**src/rtl/seg_scan.sv**
```systemverilog
// seg_scan: four-digit common-anode seven-segment multiplexer with a per-frame
// input snapshot and a blanking gap at the start of every digit slot.
`default_nettype none

module seg_scan #(
  parameter int DIV   = 50000,
  parameter int BLANK = 16
) (
  input  logic        clk,
  input  logic        rst,
  input  logic [19:0] i_disp,
  input  logic [3:0]  i_dp,
  output logic [3:0]  o_an,
  output logic [6:0]  o_seg,
  output logic        o_dpo
);

  localparam int             CW     = (DIV > 2) ? $clog2(DIV) : 1;
  localparam logic [CW-1:0]  c_last = CW'(DIV - 1);

  logic [CW-1:0] r_cnt;
  logic [1:0]    r_idx;
  logic [19:0]   r_dword;
  logic [3:0]    r_dword_dp;

  logic          w_wrap;
  logic          w_frame;
  logic [CW-1:0] w_cnt_nx;
  logic [1:0]    w_idx_nx;
  logic [19:0]   w_dword_nx;
  logic [3:0]    w_dp_nx;
  logic [4:0]    w_code;
  logic          w_blank;

  function automatic logic [6:0] f_font(input logic [4:0] code);
    logic [6:0] s;
    case (code)
      5'd0:    s = 7'h3F;
      5'd1:    s = 7'h06;
      5'd2:    s = 7'h5B;
      5'd3:    s = 7'h4F;
      5'd4:    s = 7'h66;
      5'd5:    s = 7'h6D;
      5'd6:    s = 7'h7D;
      5'd7:    s = 7'h07;
      5'd8:    s = 7'h7F;
      5'd9:    s = 7'h6F;
      5'd10:   s = 7'h77;
      5'd11:   s = 7'h7C;
      5'd12:   s = 7'h39;
      5'd13:   s = 7'h5E;
      5'd14:   s = 7'h79;
      5'd15:   s = 7'h71;
      5'd16:   s = 7'h76;
      5'd17:   s = 7'h38;
      5'd18:   s = 7'h73;
      5'd19:   s = 7'h5C;
      5'd20:   s = 7'h50;
      5'd21:   s = 7'h54;
      5'd22:   s = 7'h3E;
      5'd23:   s = 7'h40;
      5'd24:   s = 7'h08;
      5'd25:   s = 7'h78;
      5'd26:   s = 7'h6E;
      default: s = 7'h00;
    endcase
    return s;
  endfunction

  // Outputs are registered from next-state values so they line up with the counters.
  assign w_wrap     = (r_cnt == c_last);
  assign w_frame    = w_wrap && (r_idx == 2'd3);
  assign w_cnt_nx   = w_wrap ? '0 : r_cnt + 1'b1;
  assign w_idx_nx   = w_wrap ? r_idx + 2'd1 : r_idx;
  assign w_dword_nx = w_frame ? i_disp : r_dword;
  assign w_dp_nx    = w_frame ? i_dp : r_dword_dp;

  always_comb begin
    w_code = w_dword_nx[4:0];
    case (w_idx_nx)
      2'd0: w_code = w_dword_nx[4:0];
      2'd1: w_code = w_dword_nx[9:5];
      2'd2: w_code = w_dword_nx[14:10];
      2'd3: w_code = w_dword_nx[19:15];
      default: w_code = w_dword_nx[4:0];
    endcase
  end

  generate
    if (BLANK > 0) begin : g_blank_on
      assign w_blank = (32'(w_cnt_nx) < 32'(BLANK));
    end else begin : g_blank_off
      assign w_blank = 1'b0;
    end
  endgenerate

  always_ff @(posedge clk or posedge rst) begin
    if (rst) begin
      r_cnt      <= '0;
      r_idx      <= 2'd0;
      r_dword    <= 20'hFFFFF;
      r_dword_dp <= 4'b0000;
      o_an       <= 4'b1111;
      o_seg      <= 7'h7F;
      o_dpo      <= 1'b1;
    end else begin
      r_cnt      <= w_cnt_nx;
      r_idx      <= w_idx_nx;
      r_dword    <= w_dword_nx;
      r_dword_dp <= w_dp_nx;
      if (w_blank) begin
        o_an  <= 4'b1111;
        o_seg <= 7'h7F;
        o_dpo <= 1'b1;
      end else begin
        o_an  <= ~(4'b0001 << w_idx_nx);
        o_seg <= ~f_font(w_code);
        o_dpo <= ~w_dp_nx[w_idx_nx];
      end
    end
  end

endmodule

`default_nettype wire

```
**config.mk**
```make
export PLATFORM = sky130hd
export DESIGN_NAME = seg_scan
export DESIGN_NICKNAME = d
export VERILOG_FILES = /design/src/rtl/seg_scan.sv
export SDC_FILE = /design/constraint.sdc
export NUM_CORES = 1
export LEC_CHECK = 0
export CAP_MARGIN = 20
export CORE_MARGIN = 5
export CORE_UTILIZATION = 56
export DETAILED_ROUTE_END_ITERATION = 6
export GPL_ROUTABILITY_DRIVEN = 0
export PLACE_DENSITY = 0.79
export RECOVER_POWER = 25
export SLEW_MARGIN = 30
export SYNTH_ARGS = -nofsm -noshare
export SYNTH_HDL_FRONTEND = slang
export SYNTH_SLANG_ARGS = --single-unit
```
**constraint.sdc**
```tcl
create_clock -name clk -period 3.7 [get_ports clk]
set_input_delay 0.74 -clock clk [delete_from_list [all_inputs] [get_ports clk]]
set_output_delay 0.74 -clock clk [all_outputs]
set_load 0.02 [all_outputs]
```
==> flow_metrics.py, run 1 <==
metrics = {
    "die": {
        "core_area_um2": 5507,
        "initial_utilization_pct": 57.28,
        "rows": 27,
        "die_h_um": 85.05,
        "die_w_um": 85.05,
        "io_pins": 38,
        "dieArea_um2": 7234,
    },
    "synth": {
        "postSynthCellCount": 271,
        "syn_avg_cell_area_um2": 11.64,
        "yosysWarnings": 0,
        "ys_types": 50,
        "synth_area_um2": 3154,
        "synth_ff_type": "dfstp_2",
        "synth_edf_count": 0,
        "syn_nets": 306,
        "ys_ff_latch": 54,
        "synthArstFlopShare_pct": 100.0,
        "ys_seq_area_share_pct": 44.11,
    },
    "power_and_ir_drop": {
        "power_density_nw_per_um2": 313.1,
        "power_switching_uw": 277.9,
        "leakagePower_uw": 0.001579,
        "power_frac_clock_pct": 31.8,
        "internal-power_uw": 880.9,
        "p_sw_share_pct": 23.98,
        "p_comb_share_pct": 13.4,
        "p_seq_share_pct": 54.8,
        "vdd_ir_drop_max_mv": 0.1606,
    },
    "detailed_routing": {
        "wirelength_um": 6275,
        "drtIter0Drc": 105,
        "drc": 0,
        "wl_per_cell_um": 16.38,
        "vias": 2192,
        "postRouteAntennaNets": 0,
        "first_pass_iters": 4,
        "via_per_inst": 5.723,
    },
    "outcome": {
        "status": "finished, final reports clean",
    },
    "cts": {
        "clk_latency_ps": 300,
        "post_cts_buffers": 0,
        "cts_buffer_depth": 2,
        "cts_sinks": 54,
        "numCtsBuffers": 5,
        "cts_tree": "built",
        "htree_levels": 2,
        "root_buffer": "clkbuf_8",
        "clkTransAtPathRegs_ps": 100,
        "post_cts_resized": 0,
        "ctsHoldBuffers": 0,
    },
    "sta": {
        "hold_viol": 0,
        "relSlewSlack_pct": 27.43,
        "period_needed_ps": 3408,
        "fmax_mhz": 293.4,
        "finalSetupViolations": 0,
        "rsz0062_at_grt": "false",
        "min_period_over_period_pct": 92.12,
        "fin_skew_ps": 4.979,
        "fin_ws_ps": 291.6,
        "drv_slew": 0,
        "finalSetupTns_ps": 0,
        "worstMarginPinSlew_ps": 1087,
    },
    "global_routing": {
        "grt_pass1_wl_um": 10880,
        "antenna_found_initial": 0,
        "track_usage_pct": 18.48,
        "grt_overflow_total": 0,
        "grt_max_degree": 31,
        "first_global_vias": 2267,
    },
    "critical_path": {
        "max_stage_delay_ps": 490,
        "crit_family": "multiplexers",
        "worstSetupEndpointType": "flop",
        "worstReg2RegEnd": "o_seg[6]$_DFF_PP1_",
        "path_common_cell": "mux2i_4",
        "cp-start-kind": "flop",
        "path_buf_inv": 1,
        "crit_start": "r_cnt[10]$_DFF_PP0_",
        "critPathCapture": "o_seg[6]$_DFF_PP1_",
        "worstPathRequired_ps": 3940,
        "worstSetupPathType": "flop to flop",
        "worstSetupPathDepth": 11,
        "rr_worst_depth": 11,
        "r2r-start": "r_cnt[10]$_DFF_PP0_",
        "slowest_stage": "dfrtp_1",
        "crit_arrival_ps": 3650,
        "reg2reg_slack_ps": 290,
        "path_max_fanout": 8,
        "cp_cell_sequence": "nor4b_4 -> and4_1 -> mux2i_4 -> mux2_2 -> mux2i_4 -> inv_2 -> ha_1 -> nand2_1 -> a21boi_0 -> o21ai_1 -> a211o_1",
    },
    "finish": {
        "final_core_util_pct": 67.21,
        "drive_gt1_share_pct": 30.55,
        "nNetsFinal": 345,
        "syn_to_final_growth_pct": 17.33,
        "antennaDiodeCount": 0,
    },
    "place": {
        "dpl_worst_slack_ps": 318.0,
        "io_buffers": 37,
        "dp.final_hpwl_um": 4564,
    },
    "hold_path": {
        "hold_class": "flop to flop",
        "whs_path_depth": 1,
    },
    "flow_run": {
        "max_cap_viol_count": 0,
    },
}
-- cell usage after synthesis (4+ instances only) --
master     n  area share (%)
a21oi_1    6            0.95
a31oi_1    4            0.79
and3_1     6             1.2
buf_2      5            0.79
clkbuf_1   4            0.48
dfrtp_1   22              17
dfstp_2   32              27
ha_1       9             3.6
inv_1      7            0.83
mux2_2    30              11
mux2i_1   15             4.8
mux2i_4    4             2.9
nand2_1   17             2.0
nand3_1   10             1.6
nand4_1    4            0.79
nor2_1    14             1.7
nor2b_1    4            0.79
nor3_1     6            0.95
o211ai_1   4            0.95
o21ai_1    7             1.1
xnor2_1    7             1.9
xor2_1    10             2.8
-- metal layers --
metal,GRT usage (%),vias to the layer above,routed length [um]
met5,0,-,0
met4,5.755,0,102
met3,4.369,8,237
met2,28.88,48,3036
met1,25.50,1080,2898
li1,-,1056,-
-- sequential cells by signal, summed over array words and instances, names as in the netlist --
name        count
o_an            4
o_seg           7
r_dword_dp      4
r_dword        20
r_idx           2
o_dpo           1
r_cnt          16
-- final cells by class --
class	instances	area, um2
Tap cell	72	90.09
Timing Repair Buffer	46	437.9
Inverter	10	37.54
Fill cell	416	1805
Clock inverter	2	13.76
Sequential cell	54	1391
Clock buffer	6	93.84
Multi-Input combinational cell	193	1637
-- power groups by stage --
| stage | sequential [uW] | combinational [uW] | clock, uW |
|---|---|---|---|
| global placement | 644 | 154 | 0 |
| floorplan | 654 | 82.8 | 0 |
| global route | 638 | 170 | 412 |
| finish | 635 | 155 | 369 |
| CTS | 635 | 157 | 379 |
| detailed placement | 645 | 156 | 0 |
-- cells by family after synthesis --
kind of cell / synth area share (%)
buffers and inverters: 4.006
DFF: 44.11
muxes: 21.78
and+or+nand+nor: 13.01
AOI/OAI and AO/OA: 7.934
xor gates and xnor gates: 5.593
adders and majority gates: 3.570
-- per-stage QoR --
step	cell area, um2	hold slack (ps)	instances	power (uW)
after floorplan	3154	454.7	271	737.2
after global placement	3593	469.6	375	797.2
after detailed placement	3593	487.7	375	801.0
after CTS	3701	501.0	383	1171
after global routing	3701	528.0	383	1219
final	3701	499.3	383	1159
-- cell usage in the layout (no fill, tap or decap), types with 5 or more instances in the layout --
cell type,netlist,layout
a21oi_1,6,6
and3_1,6,6
buf_4,2,9
clkbuf_8,0,5
clkdlybuf4s50_1,0,36
dfrtp_1,22,22
dfstp_2,32,32
ha_1,9,9
inv_1,7,7
mux2_2,30,30
mux2i_1,15,15
nand2_1,17,17
nand3_1,10,10
nor2_1,14,14
nor3_1,6,6
o21ai_1,7,7
xnor2_1,7,7
xor2_1,10,10
-- worst min-delay path by stage --
| stage | slack, ps | startpoint | endpoint |
|---|---|---|---|
| 2_1_floorplan | 450 | r_cnt[0]$_DFF_PP0_ | r_cnt[0]$_DFF_PP0_ |
| 6_report | 500 | r_cnt[0]$_DFF_PP0_ | r_cnt[0]$_DFF_PP0_ |
| 3_3_place_gp | 470 | r_cnt[0]$_DFF_PP0_ | r_cnt[0]$_DFF_PP0_ |
| 5_1_grt | 530 | r_cnt[0]$_DFF_PP0_ | r_cnt[0]$_DFF_PP0_ |
| 4_1_cts | 500 | r_cnt[0]$_DFF_PP0_ | r_cnt[0]$_DFF_PP0_ |
| 3_5_place_dp | 490 | r_cnt[0]$_DFF_PP0_ | r_cnt[0]$_DFF_PP0_ |
Note: power is estimated with default switching activity, not from simulation.
==> run 2, diff against run 1 <==
--- a/config.mk
+++ b/config.mk
@@ -7,12 +7,13 @@
 export LEC_CHECK = 0
 export CAP_MARGIN = 20
 export CORE_MARGIN = 5
-export CORE_UTILIZATION = 56
+export CORE_UTILIZATION = 55
 export DETAILED_ROUTE_END_ITERATION = 6
 export GPL_ROUTABILITY_DRIVEN = 0
-export PLACE_DENSITY = 0.79
+export PLACE_DENSITY = 0.78
 export RECOVER_POWER = 25
 export SLEW_MARGIN = 30
 export SYNTH_ARGS = -nofsm -noshare
 export SYNTH_HDL_FRONTEND = slang
 export SYNTH_SLANG_ARGS = --single-unit
+export TNS_END_PERCENT = 30
==> run 2 against run 1 <==
  * The run now ends with capacitance limit, slew limit left
  * Largest power group unchanged
  * Critical endpoint is now o_seg[2]$_DFF_PP1_
  * Sequential cell count unchanged
  * Highest routed layer unchanged
  * Worst setup slack improved by 3.5 ps
  * First-iteration DRC count increased by 57%
  * Global-route usage is 0.15 points lower
  * Core utilization is 0.13 points higher
  * Final cell count is 1.3% higher
==> flow_metrics.py, run 2 (synthesis gave the netlist of run 1 again) <==
metrics = {
    "critical_path": {
        "worstSetupEndpointType": "flop",
        "reg2reg_slack_ps": 300,
        "crit_arrival_ps": 3660,
        "worstReg2RegEnd": "o_seg[2]$_DFF_PP1_",
        "path_max_fanout": 22,
        "worstPathRequired_ps": 3950,
        "rr_worst_depth": 11,
        "r2r-start": "r_idx[1]$_DFF_PP0_",
        "worstSetupPathType": "flop to flop",
        "cp-start-kind": "flop",
    },
    "power_and_ir_drop": {
        "power_frac_clock_pct": 30.7,
        "power_density_nw_per_um2": 305.4,
        "internal-power_uw": 846.7,
        "p_sw_share_pct": 25.69,
        "vdd_ir_drop_max_mv": 0.1765,
        "p_seq_share_pct": 55.7,
        "report.power.total_uw": 1139,
        "p_comb_share_pct": 13.6,
        "leakagePower_uw": 0.001592,
        "power_switching_uw": 292.7,
    },
    "finish": {
        "design_area_um2": 3731,
        "num-fill-cells": 432,
        "final_common_cell": "clkdlybuf4s50_1",
        "fin_cells": 388,
        "mostFrequentLayoutCells": "clkdlybuf4s50_1 (36), dfstp_2 (32), mux2_2 (30), dfrtp_1 (22), nand2_1 (17)",
        "nNetsFinal": 350,
        "antennaDiodeCount": 0,
        "syn_to_final_growth_pct": 18.29,
        "top_regs": "r_dword: 20 flops, r_cnt: 16 flops, o_seg: 7 flops",
        "top_register": "r_dword",
        "largest_reg_flops": 20,
        "drive_gt1_share_pct": 32.28,
    },
    "global_routing": {
        "grt_overflow_total": 0,
        "grt_max_degree": 44,
        "first_global_vias": 2240,
        "track_usage_pct": 18.32,
        "antenna_found_initial": 0,
        "grt_pass1_wl_um": 10890,
    },
    "cts": {
        "cts_tree": "built",
        "root_buffer": "clkbuf_8",
        "clk_latency_ps": 310,
        "cts_sinks": 54,
        "htree_levels": 2,
        "numCtsBuffers": 5,
        "clkTransAtPathRegs_ps": 100,
        "cts_buffer_depth": 2,
    },
    "detailed_routing": {
        "via_per_inst": 5.796,
        "wl_per_cell_um": 16.32,
        "first_pass_iters": 5,
        "vias": 2249,
        "drc": 0,
        "postRouteAntennaNets": 0,
        "wirelength_um": 6333,
        "drtIter0Drc": 165,
    },
    "sta": {
        "finalSetupViolations": 0,
        "fin_skew_ps": 7.012,
        "rsz0062_at_grt": "false",
        "period_needed_ps": 3405,
        "hold_viol": 0,
        "drv_slew": 44,
        "relSlewSlack_pct": -20.51,
        "min_period_over_period_pct": 92.02,
        "finalSetupTns_ps": 0,
        "worstMarginPinSlew_ps": 1798,
        "fin_hold_ws_ps": 491.8,
        "fmax_mhz": 293.7,
    },
    "die": {
        "io_pins": 38,
        "rows": 27,
        "dieArea_um2": 7350,
        "die_w_um": 85.73,
        "initial_utilization_pct": 56.93,
        "core_area_um2": 5540,
        "die_h_um": 85.73,
    },
    "flow_run": {
        "max_cap_viol_count": 1,
    },
    "place": {
        "io_buffers": 37,
        "dpl_cell_area_um2": 3593,
        "dp.final_hpwl_um": 4613,
        "dp_cells": 375,
    },
    "outcome": {
        "status": "finished, violations left",
        "violations": "capacitance limit, slew limit",
    },
    "hold_path": {
        "hold_class": "flop to flop",
        "whs_path_depth": 1,
        "min_to": "r_cnt[0]$_DFF_PP0_",
        "hp-start": "r_cnt[0]$_DFF_PP0_",
    },
}
## run 2: cell count changes in the layout (fill, tap and decap cells not counted), sizes merged
cell    before  now
buf          9   14
clkinv       0    2
clkbuf       6    5
inv         11   10
## run 2: cell type report
type,count,area [um2],share of cell area (%)
Multi-Input combinational cell,193,1638,43.90
Sequential cell,54,1391,37.29
Timing Repair Buffer,51,475.5,12.74
Tap cell,72,90.09,2.414
Clock buffer,5,68.82,1.844
Inverter,10,38.79,1.040
Clock inverter,3,28.78,0.7713
## run 2: repair_timing
item / 4_1_cts / 5_1_grt
endpoints found under the hold margin: 0 / 0
endpoints found under the setup margin: 0 / 3
setup buffers: 0 / 5
gates resized for setup: 0 / 1
hold buffers: 0 / 0
## run 2: how the worst max path moves through the flow
stage | startpoint | to | slack (ps) | cells after the start
global route | r_idx[1]$_DFF_PP0_ | o_seg[3]$_DFF_PP1_ | 130 | 11
detailed placement | r_cnt[0]$_DFF_PP0_ | o_seg[6]$_DFF_PP1_ | 230 | 12
finish | r_idx[1]$_DFF_PP0_ | o_seg[2]$_DFF_PP1_ | 300 | 11
global placement | r_cnt[10]$_DFF_PP0_ | o_seg[6]$_DFF_PP1_ | 310 | 11
floorplan | r_idx[0]$_DFF_PP0_ | o_seg[6]$_DFF_PP1_ | 420 | 13
CTS | r_cnt[0]$_DFF_PP0_ | o_seg[6]$_DFF_PP1_ | 210 | 12
## run 2: worst max-delay path, stage by stage (launching register included)
cell and delay [ps]:
dfrtp_1 510, ha_1 260, and4_1 170, nand4_1 90
buf_4 260, buf_4 230, mux2_2 380, mux2_4 290
mux2i_4 510, xnor2_1 210, o21ai_1 80, a221o_1 350
## run 2: layer usage
layer,track usage [%],up-vias,part of all wire (%)
met5,0,-,0
met1,25.09,1105,45
li1,-,1062,-
met2,29.38,72,48
met3,3.939,10,5.3
met4,5.324,0,1.7
## run 2: power groups by stage
stage                     logic, uW  registers [uW]  clock network [uW]
after floorplan                82.8             654                   0
after global placement          154             643                   0
after detailed placement        155             645                   0
after CTS                       156             635                 362
after global routing            169             638                 387
final                           155             635                 350
## run 2: metrics by stage
stage | worst slack [ps] | utilization (%)
after floorplan | 418.5 | -
after global placement | 310.5 | 64.86
final | 295.2 | 67.34
after global routing | 130.7 | 67.34
after CTS | 209.2 | 66.62
after detailed placement | 233.0 | 64.86
